--- src/rtl/axi_sram_ctrl_if.sv ---
// axi_sram_ctrl_if: AXI4 channel bundle between a bus master and the SRAM controller
interface axi_sram_ctrl_if #(
    parameter int ID_W       = 4,
    parameter int ADDR_W     = 32,
    parameter int DATA_BYTES = 4
);
    logic [ID_W-1:0]         awid;
    logic [ADDR_W-1:0]       awaddr;
    logic [7:0]              awlen;
    logic [1:0]              awburst;
    logic                    awvalid;
    logic                    awready;
    logic [8*DATA_BYTES-1:0] wdata;
    logic [DATA_BYTES-1:0]   wstrb;
    logic                    wlast;
    logic                    wvalid;
    logic                    wready;
    logic [ID_W-1:0]         bid;
    logic [1:0]              bresp;
    logic                    bvalid;
    logic                    bready;
    logic [ID_W-1:0]         arid;
    logic [ADDR_W-1:0]       araddr;
    logic [7:0]              arlen;
    logic [1:0]              arburst;
    logic                    arvalid;
    logic                    arready;
    logic [ID_W-1:0]         rid;
    logic [8*DATA_BYTES-1:0] rdata;
    logic [1:0]              rresp;
    logic                    rlast;
    logic                    rvalid;
    logic                    rready;

    modport master (
        output awid, awaddr, awlen, awburst, awvalid, wdata, wstrb, wlast, wvalid, bready,
               arid, araddr, arlen, arburst, arvalid, rready,
        input  awready, wready, bid, bresp, bvalid, arready, rid, rdata, rresp, rlast, rvalid
    );

    modport slave (
        input  awid, awaddr, awlen, awburst, awvalid, wdata, wstrb, wlast, wvalid, bready,
               arid, araddr, arlen, arburst, arvalid, rready,
        output awready, wready, bid, bresp, bvalid, arready, rid, rdata, rresp, rlast, rvalid
    );
endinterface

--- src/rtl/axi_sram_ctrl.sv ---
// axi_sram_ctrl: AXI4 slave turning write/read bursts into per-beat single-port SRAM accesses
module axi_sram_ctrl #(
    parameter int MEM_ADDR_WIDTH = 10,
    parameter int DATA_BYTES     = 4,
    parameter int ID_W           = 4,
    parameter int ADDR_W         = 32
) (
    input  logic                      clk_i,
    input  logic                      rst_i,
    axi_sram_ctrl_if.slave            axi,
    output logic                      mem_en_o,
    output logic [DATA_BYTES-1:0]     mem_we_o,
    output logic [MEM_ADDR_WIDTH-1:0] mem_addr_o,
    output logic [8*DATA_BYTES-1:0]   mem_wdata_o,
    input  logic [8*DATA_BYTES-1:0]   mem_rdata_i
);
    localparam int LSB = $clog2(DATA_BYTES);
    localparam int RW  = MEM_ADDR_WIDTH + LSB;
    localparam logic [1:0] FIXED  = 2'b00;
    localparam logic [1:0] INCR   = 2'b01;
    localparam logic [1:0] WRAP   = 2'b10;
    localparam logic [1:0] OKAY   = 2'b00;
    localparam logic [1:0] SLVERR = 2'b10;

    typedef enum logic [2:0] {IDLE, WR_DATA, WR_RESP, RD_REQ, RD_DATA} state_t;

    state_t                  state_q, state_d;
    logic                    prio_wr_q, prio_wr_d;
    logic [ID_W-1:0]         id_q, id_d;
    logic [ADDR_W-1:0]       addr_q, addr_d;
    logic [7:0]              len_q, len_d;
    logic [7:0]              beat_q, beat_d;
    logic [1:0]              burst_q, burst_d;
    logic                    err_q, err_d;
    logic                    fresh_q, fresh_d;
    logic [8*DATA_BYTES-1:0] rdata_q, rdata_d;

    logic                    oor;
    logic                    last;
    logic                    grant_w;
    logic                    grant_r;
    logic                    wrap_ok;
    logic [7:0]              sel_len;
    logic [1:0]              sel_burst;
    logic [ADDR_W-1:0]       sel_addr;
    logic [ADDR_W-1:0]       wrap_mask;
    logic [ADDR_W-1:0]       next_addr;
    logic [8*DATA_BYTES-1:0] rd_now;

    // Beat context: range check, last beat, read data with out-of-range beats forced to zero
    assign oor    = |addr_q[ADDR_W-1:RW];
    assign last   = beat_q == len_q;
    assign rd_now = oor ? '0 : mem_rdata_i;

    // Fair arbiter: on contention the pointer side wins; nothing is accepted while in reset
    assign grant_w = !rst_i && state_q == IDLE && axi.awvalid && (!axi.arvalid || prio_wr_q);
    assign grant_r = !rst_i && state_q == IDLE && axi.arvalid && (!axi.awvalid || !prio_wr_q);

    assign sel_len   = grant_w ? axi.awlen : axi.arlen;
    assign sel_burst = grant_w ? axi.awburst : axi.arburst;
    assign sel_addr  = (grant_w ? axi.awaddr : axi.araddr) & ~ADDR_W'(DATA_BYTES - 1);
    assign wrap_ok   = sel_len inside {8'd1, 8'd3, 8'd7, 8'd15};

    // INCR rolls over inside the SRAM byte space and never touches the out-of-range bits
    assign wrap_mask = ((ADDR_W'(len_q) + ADDR_W'(1)) << LSB) - ADDR_W'(1);
    assign next_addr = burst_q == FIXED ? addr_q :
                       burst_q == WRAP  ? (addr_q & ~wrap_mask) | ((addr_q + ADDR_W'(DATA_BYTES)) & wrap_mask) :
                                          {addr_q[ADDR_W-1:RW], addr_q[RW-1:0] + RW'(DATA_BYTES)};

    assign mem_addr_o  = addr_q[RW-1:LSB];
    assign mem_wdata_o = axi.wdata;

    assign axi.awready = grant_w;
    assign axi.arready = grant_r;
    assign axi.wready  = state_q == WR_DATA;
    assign axi.bvalid  = state_q == WR_RESP;
    assign axi.bid     = id_q;
    assign axi.bresp   = err_q ? SLVERR : OKAY;
    assign axi.rvalid  = state_q == RD_DATA;
    assign axi.rid     = id_q;
    assign axi.rlast   = last;
    assign axi.rresp   = (err_q || oor) ? SLVERR : OKAY;
    // SRAM data is passed through on the first R cycle and held from the register afterwards
    assign axi.rdata   = fresh_q ? rd_now : rdata_q;

    // Next-state, burst capture and SRAM strobe decode
    always_comb begin
        state_d   = state_q;
        prio_wr_d = prio_wr_q;
        id_d      = id_q;
        addr_d    = addr_q;
        len_d     = len_q;
        beat_d    = beat_q;
        burst_d   = burst_q;
        err_d     = err_q;
        fresh_d   = 1'b0;
        rdata_d   = fresh_q ? rd_now : rdata_q;
        mem_en_o  = 1'b0;
        mem_we_o  = '0;
        case (state_q)
            IDLE: begin
                if (grant_w || grant_r) begin
                    state_d   = grant_w ? WR_DATA : RD_REQ;
                    prio_wr_d = (axi.awvalid && axi.arvalid) ? !prio_wr_q : prio_wr_q;
                    id_d      = grant_w ? axi.awid : axi.arid;
                    addr_d    = sel_addr;
                    len_d     = sel_len;
                    beat_d    = '0;
                    burst_d   = sel_burst == FIXED ? FIXED : (sel_burst == WRAP && wrap_ok) ? WRAP : INCR;
                    err_d     = sel_burst == 2'b11 || (sel_burst == WRAP && !wrap_ok);
                end
            end
            WR_DATA: begin
                if (axi.wvalid) begin
                    mem_en_o = !oor;
                    mem_we_o = oor ? '0 : axi.wstrb;
                    err_d    = err_q || oor || (axi.wlast != last);
                    addr_d   = next_addr;
                    beat_d   = beat_q + 8'd1;
                    state_d  = last ? WR_RESP : WR_DATA;
                end
            end
            WR_RESP: state_d = axi.bready ? IDLE : WR_RESP;
            RD_REQ: begin
                mem_en_o = !oor;
                fresh_d  = 1'b1;
                state_d  = RD_DATA;
            end
            RD_DATA: begin
                if (axi.rready) begin
                    state_d = last ? IDLE : RD_REQ;
                    addr_d  = last ? addr_q : next_addr;
                    beat_d  = beat_q + 8'd1;
                end
            end
            default: state_d = IDLE;
        endcase
    end

    // State and burst context registers; reset abandons any burst in flight
    always_ff @(posedge clk_i) begin
        if (rst_i) begin
            state_q   <= IDLE;
            prio_wr_q <= 1'b1;
            id_q      <= '0;
            addr_q    <= '0;
            len_q     <= '0;
            beat_q    <= '0;
            burst_q   <= INCR;
            err_q     <= 1'b0;
            fresh_q   <= 1'b0;
            rdata_q   <= '0;
        end else begin
            state_q   <= state_d;
            prio_wr_q <= prio_wr_d;
            id_q      <= id_d;
            addr_q    <= addr_d;
            len_q     <= len_d;
            beat_q    <= beat_d;
            burst_q   <= burst_d;
            err_q     <= err_d;
            fresh_q   <= fresh_d;
            rdata_q   <= rdata_d;
        end
    end
endmodule

--- src/flat_wrapper.sv ---
// flat-port wrapper written by rule: the top's interface ports become plain ports
module axi_sram_ctrl_flat 
#(
    parameter int MEM_ADDR_WIDTH = 10,
    parameter int DATA_BYTES     = 4,
    parameter int ID_W           = 4,
    parameter int ADDR_W         = 32
)
  (clk_i, rst_i, mem_en_o, mem_we_o, mem_addr_o, mem_wdata_o, mem_rdata_i, axi_awid, axi_awaddr, axi_awlen, axi_awburst, axi_awvalid, axi_wdata, axi_wstrb, axi_wlast, axi_wvalid, axi_bready, axi_arid, axi_araddr, axi_arlen, axi_arburst, axi_arvalid, axi_rready, axi_awready, axi_wready, axi_bid, axi_bresp, axi_bvalid, axi_arready, axi_rid, axi_rdata, axi_rresp, axi_rlast, axi_rvalid);
  axi_sram_ctrl_if #(.ID_W(ID_W), .ADDR_W(ADDR_W), .DATA_BYTES(DATA_BYTES)) axi_i ();
  input  logic clk_i;
  input  logic rst_i;
  output logic mem_en_o;
  output logic [DATA_BYTES-1:0] mem_we_o;
  output logic [MEM_ADDR_WIDTH-1:0] mem_addr_o;
  output logic [8*DATA_BYTES-1:0] mem_wdata_o;
  input  logic [8*DATA_BYTES-1:0] mem_rdata_i;
  input wire logic [$bits(axi_i.awid)-1:0] axi_awid;
  input wire logic [$bits(axi_i.awaddr)-1:0] axi_awaddr;
  input wire logic [$bits(axi_i.awlen)-1:0] axi_awlen;
  input wire logic [$bits(axi_i.awburst)-1:0] axi_awburst;
  input wire logic [$bits(axi_i.awvalid)-1:0] axi_awvalid;
  input wire logic [$bits(axi_i.wdata)-1:0] axi_wdata;
  input wire logic [$bits(axi_i.wstrb)-1:0] axi_wstrb;
  input wire logic [$bits(axi_i.wlast)-1:0] axi_wlast;
  input wire logic [$bits(axi_i.wvalid)-1:0] axi_wvalid;
  input wire logic [$bits(axi_i.bready)-1:0] axi_bready;
  input wire logic [$bits(axi_i.arid)-1:0] axi_arid;
  input wire logic [$bits(axi_i.araddr)-1:0] axi_araddr;
  input wire logic [$bits(axi_i.arlen)-1:0] axi_arlen;
  input wire logic [$bits(axi_i.arburst)-1:0] axi_arburst;
  input wire logic [$bits(axi_i.arvalid)-1:0] axi_arvalid;
  input wire logic [$bits(axi_i.rready)-1:0] axi_rready;
  output wire logic [$bits(axi_i.awready)-1:0] axi_awready;
  output wire logic [$bits(axi_i.wready)-1:0] axi_wready;
  output wire logic [$bits(axi_i.bid)-1:0] axi_bid;
  output wire logic [$bits(axi_i.bresp)-1:0] axi_bresp;
  output wire logic [$bits(axi_i.bvalid)-1:0] axi_bvalid;
  output wire logic [$bits(axi_i.arready)-1:0] axi_arready;
  output wire logic [$bits(axi_i.rid)-1:0] axi_rid;
  output wire logic [$bits(axi_i.rdata)-1:0] axi_rdata;
  output wire logic [$bits(axi_i.rresp)-1:0] axi_rresp;
  output wire logic [$bits(axi_i.rlast)-1:0] axi_rlast;
  output wire logic [$bits(axi_i.rvalid)-1:0] axi_rvalid;
  assign axi_i.awid = axi_awid;
  assign axi_i.awaddr = axi_awaddr;
  assign axi_i.awlen = axi_awlen;
  assign axi_i.awburst = axi_awburst;
  assign axi_i.awvalid = axi_awvalid;
  assign axi_i.wdata = axi_wdata;
  assign axi_i.wstrb = axi_wstrb;
  assign axi_i.wlast = axi_wlast;
  assign axi_i.wvalid = axi_wvalid;
  assign axi_i.bready = axi_bready;
  assign axi_i.arid = axi_arid;
  assign axi_i.araddr = axi_araddr;
  assign axi_i.arlen = axi_arlen;
  assign axi_i.arburst = axi_arburst;
  assign axi_i.arvalid = axi_arvalid;
  assign axi_i.rready = axi_rready;
  assign axi_awready = axi_i.awready;
  assign axi_wready = axi_i.wready;
  assign axi_bid = axi_i.bid;
  assign axi_bresp = axi_i.bresp;
  assign axi_bvalid = axi_i.bvalid;
  assign axi_arready = axi_i.arready;
  assign axi_rid = axi_i.rid;
  assign axi_rdata = axi_i.rdata;
  assign axi_rresp = axi_i.rresp;
  assign axi_rlast = axi_i.rlast;
  assign axi_rvalid = axi_i.rvalid;
  axi_sram_ctrl #(.MEM_ADDR_WIDTH(MEM_ADDR_WIDTH), .DATA_BYTES(DATA_BYTES), .ID_W(ID_W), .ADDR_W(ADDR_W)) u_core (.clk_i(clk_i), .rst_i(rst_i), .axi(axi_i), .mem_en_o(mem_en_o), .mem_we_o(mem_we_o), .mem_addr_o(mem_addr_o), .mem_wdata_o(mem_wdata_o), .mem_rdata_i(mem_rdata_i));
endmodule
--- config.mk ---
export PLATFORM = sky130hd
export DESIGN_NAME = axi_sram_ctrl_flat
export DESIGN_NICKNAME = d
export VERILOG_FILES = /design/src/rtl/axi_sram_ctrl_if.sv /design/src/rtl/axi_sram_ctrl.sv /design/src/flat_wrapper.sv
export SDC_FILE = /design/constraint.sdc
export NUM_CORES = 1
export LEC_CHECK = 0
export ABC_CLOCK_PERIOD_IN_PS = 6570
export BUFFER_PORTS_ARGS = -buffer_cell sky130_fd_sc_hd__buf_2
export CAP_MARGIN = 20
export CORE_ASPECT_RATIO = 0.8
export CORE_MARGIN = 2
export CORE_UTILIZATION = 50
export DETAILED_ROUTE_END_ITERATION = 6
export HOLD_SLACK_MARGIN = 0.1
export PLACE_DENSITY_LB_ADDON = 0.2
export SYNTH_ARGS = -nofsm -noshare
export SYNTH_HDL_FRONTEND = slang
export SYNTH_SLANG_ARGS = --single-unit
--- constraint.sdc ---
create_clock -name clk_i -period 6.57 [get_ports clk_i]
set_input_delay 0 -clock clk_i [delete_from_list [all_inputs] [get_ports clk_i]]
set_output_delay 0 -clock clk_i [all_outputs]
set_load 0.01 [all_outputs]
==> flow_metrics.env <==
export IMPL_finalSetupTns_ns=0
export IMPL_synth_edff_count=0
export IMPL_async_reset_ff_share_pct=0
export IMPL_die_h_um=105
export IMPL_setup_viol=0
export IMPL_whs_ns=0.105
export IMPL_status="finished clean"
export IMPL_die_area_um2=13700
export IMPL_wirelength_um=21000
export IMPL_htreeDepth=3
export IMPL_fmax_mhz=303
export IMPL_core_area_um2=12300
export IMPL_cp_max_fo=11
export IMPL_synthCells=884
export IMPL_finalCriticalPeriod_ns=3.30
export IMPL_final_cell_mix="buf_2, nand2_1, dlygate4sd3_1"
export IMPL_netlist_area_um2=6390
export IMPL_skew_ns=0.00626
export IMPL_place_hpwl_um=13200
export IMPL_multi_input_area_um2=3800
export IMPL_fin_util_pct=68.5
export IMPL_yosysSeqAreaShare_pct=28.2
export IMPL_drc_errors=0
export IMPL_area_delta_synth_final_pct=32.3
export IMPL_die_w_um=130
export IMPL_post_cts_buffers=0
export IMPL_port_buffers=194
export IMPL_drtIter0Drc=696
export IMPL_required_ns=6.79
export IMPL_cts_root_buf="clkbuf_16"
export IMPL_yosys_area_top_type="dfxtp_1"
export IMPL_wl_met2_um=9390
export IMPL_synth_distinct_cells=77
export IMPL_gp_congestion=0.913
export IMPL_clock_latency_ns=0.35
export IMPL_cp_start_kind="flip-flop"
export IMPL_critPathKind="flip-flop to flip-flop"
export IMPL_worst_setup_path_end_kind="flip-flop"
export IMPL_top_layer_used="met4"
export IMPL_io_pins=265
export IMPL_max_clock_path_buffers=2
export IMPL_rsz0062_at_grt="false"
export IMPL_globalRouteOverflowTotal=0
export IMPL_grt_max_degree=65
export IMPL_hold_violations=0
export IMPL_numCtsBuffers=9
export IMPL_yosys_warnings=0
export IMPL_syn_area_per_cell_um2=7.23
export IMPL_antenna_found_initial=0
export IMPL_max_vdd_ir_drop_mv=0.152
export IMPL_antenna_cells=0
export IMPL_worst_slack_ns=3.27
export IMPL_synth_top_cell_area_share_pct=28.2
export IMPL_wl_met3_um=2170
export IMPL_grt_usage_pct=29.7
export IMPL_clkTransAtPathRegs_ns=0.07
export IMPL_vias_per_cell=5.67
export IMPL_nets=1268
export IMPL_tightestPinTransition_ns=0.971
export IMPL_drv_cap=0
export IMPL_fillers=1041
export IMPL_power_density_nw_per_um2=253
export IMPL_seqCellArea_um2=1800
export IMPL_yosys_top_cells_area="dfxtp_1, nand2_1, buf_4"
export IMPL_vias=7213
export IMPL_synthFlopType="dfxtp_1"
export IMPL_worstPathArrival_ns=3.52
export IMPL_wl_per_cell_um=16.5
export IMPL_tritoncts="done"
export IMPL_rows=36
export IMPL_final_common_cell="buf_2"
export IMPL_min_path_type="input pin to flip-flop"
export IMPL_ys_seq_elements=90
export IMPL_p_leak_uw=0.00360
export IMPL_report_final_slew_viol_count=0
export IMPL_firstDrtPassIters=5
export IMPL_place_ws_ns=3.41
export IMPL_initial_utilization_pct=51.8
export IMPL_antenna_left=0
export IMPL_fin_crit_sh_pct=50.2
export IMPL_grt_pass1_wl_um=32700
export IMPL_clkSinkCount=90
export IMPL_cts_hold_buf=106
export IMPL_met1_length_um=9120
export IMPL_drive_gt1_share_pct=22.8
export IMPL_cts_resized=0
export IMPL_grt_pass1_vias=6564
export IMPL_relSlewSlack_pct=35.3
## worst max-delay path: stages, from the launching register on
cell and delay (ns):
dfxtp_1 0.56, ha_1 0.40, nand2_1 0.18, or4_4 0.59
a21boi_0 0.69, nand3_1 0.23, o311ai_0 0.39, o211ai_1 0.13
## state kept, by name, indices dropped and copies added, names as in the netlist, named ones only
name / cells
u_core.addr_q: 21
u_core.axi.bid: 4
u_core.beat_q: 8
u_core.burst_q: 2
u_core.err_q: 1
u_core.fresh_q: 1
u_core.len_q: 8
u_core.prio_wr_q: 1
u_core.rdata_q: 32
u_core.state_q: 3
## report_power, final
part           switching (µW)  leakage [µW]  internal [µW]
logic                     453       0.00271            362
registers                 125      0.000733            617
clock network             242      0.000163            341
## through the flow
stage	total power [µW]	cells	area, µm²
6_report	2140	1272	8460
3_3_place_gp	1450	1149	7040
3_5_place_dp	1450	1149	7040
2_1_floorplan	1280	885	6400
4_1_cts	2120	1271	8430
5_1_grt	2260	1272	8460
## final cells by class
type,instances,share of cell area [%]
sequential,90,21.3
clock buffer,9,2.66
timing repair buffer,310,25.1
clock inverter,7,1.26
tap,171,2.53
inverter,49,2.17
multi-input combinational,636,44.9
## synthesized netlist by cell type, types with 12 or more instances
cell type / number
nor3_1: 31
xor2_1: 13
dfxtp_1: 90
nor2_1: 54
buf_4: 52
o21ai_0: 59
a311oi_1: 15
mux2i_1: 12
buf_1: 13
and3_1: 14
and2_1: 37
nand3_1: 62
xnor2_1: 13
nand4_1: 16
nand2_1: 108
a21oi_1: 39
clkbuf_1: 33
inv_1: 49
## routing by layer
| layer | track usage [%] | vias to the layer above |
|---|---|---|
| met5 | 0 | - |
| met4 | 8.13 | 0 |
| met3 | 7.01 | 33 |
| met2 | 47.2 | 377 |
| met1 | 40.2 | 3296 |
| li1 | - | 3507 |
## path summary, 6_finish.rpt
path | startpoint | to | slack (ns) | cells after the start
worst max register to register | u_core.len_q[0]$_SDFFE_PP0P_ | u_core.addr_q[24]$_SDFFE_PP0P_ | 3.27 | 7
worst min register to register | u_core.addr_q[31]$_SDFFE_PP0P_ | u_core.addr_q[31]$_SDFFE_PP0P_ | 0.51 | 2
worst min-delay path | axi_araddr[18] | u_core.addr_q[18]$_SDFFE_PP0P_ | 0.10 | 5
worst max-delay path | u_core.len_q[0]$_SDFFE_PP0P_ | u_core.addr_q[24]$_SDFFE_PP0P_ | 3.27 | 7
## cell families (layout without fill, tap and decap cells)
| group | after synthesis | count (layout) | synth area share, % |
|---|---|---|---|
| xor gates and xnor gates | 26 | 26 | 3.56 |
| buffers and inverters | 159 | 375 | 12.7 |
| adders and majority gates | 4 | 4 | 0.783 |
| other | 1 | 2 | 0.0586 |
| and+or+nand+nor | 384 | 384 | 30.3 |
| AOI/OAI and AO/OA | 202 | 202 | 21.4 |
| muxes | 18 | 18 | 2.93 |
| DFF | 90 | 90 | 28.2 |
No activity file was read; power rests on OpenSTA's default activity.
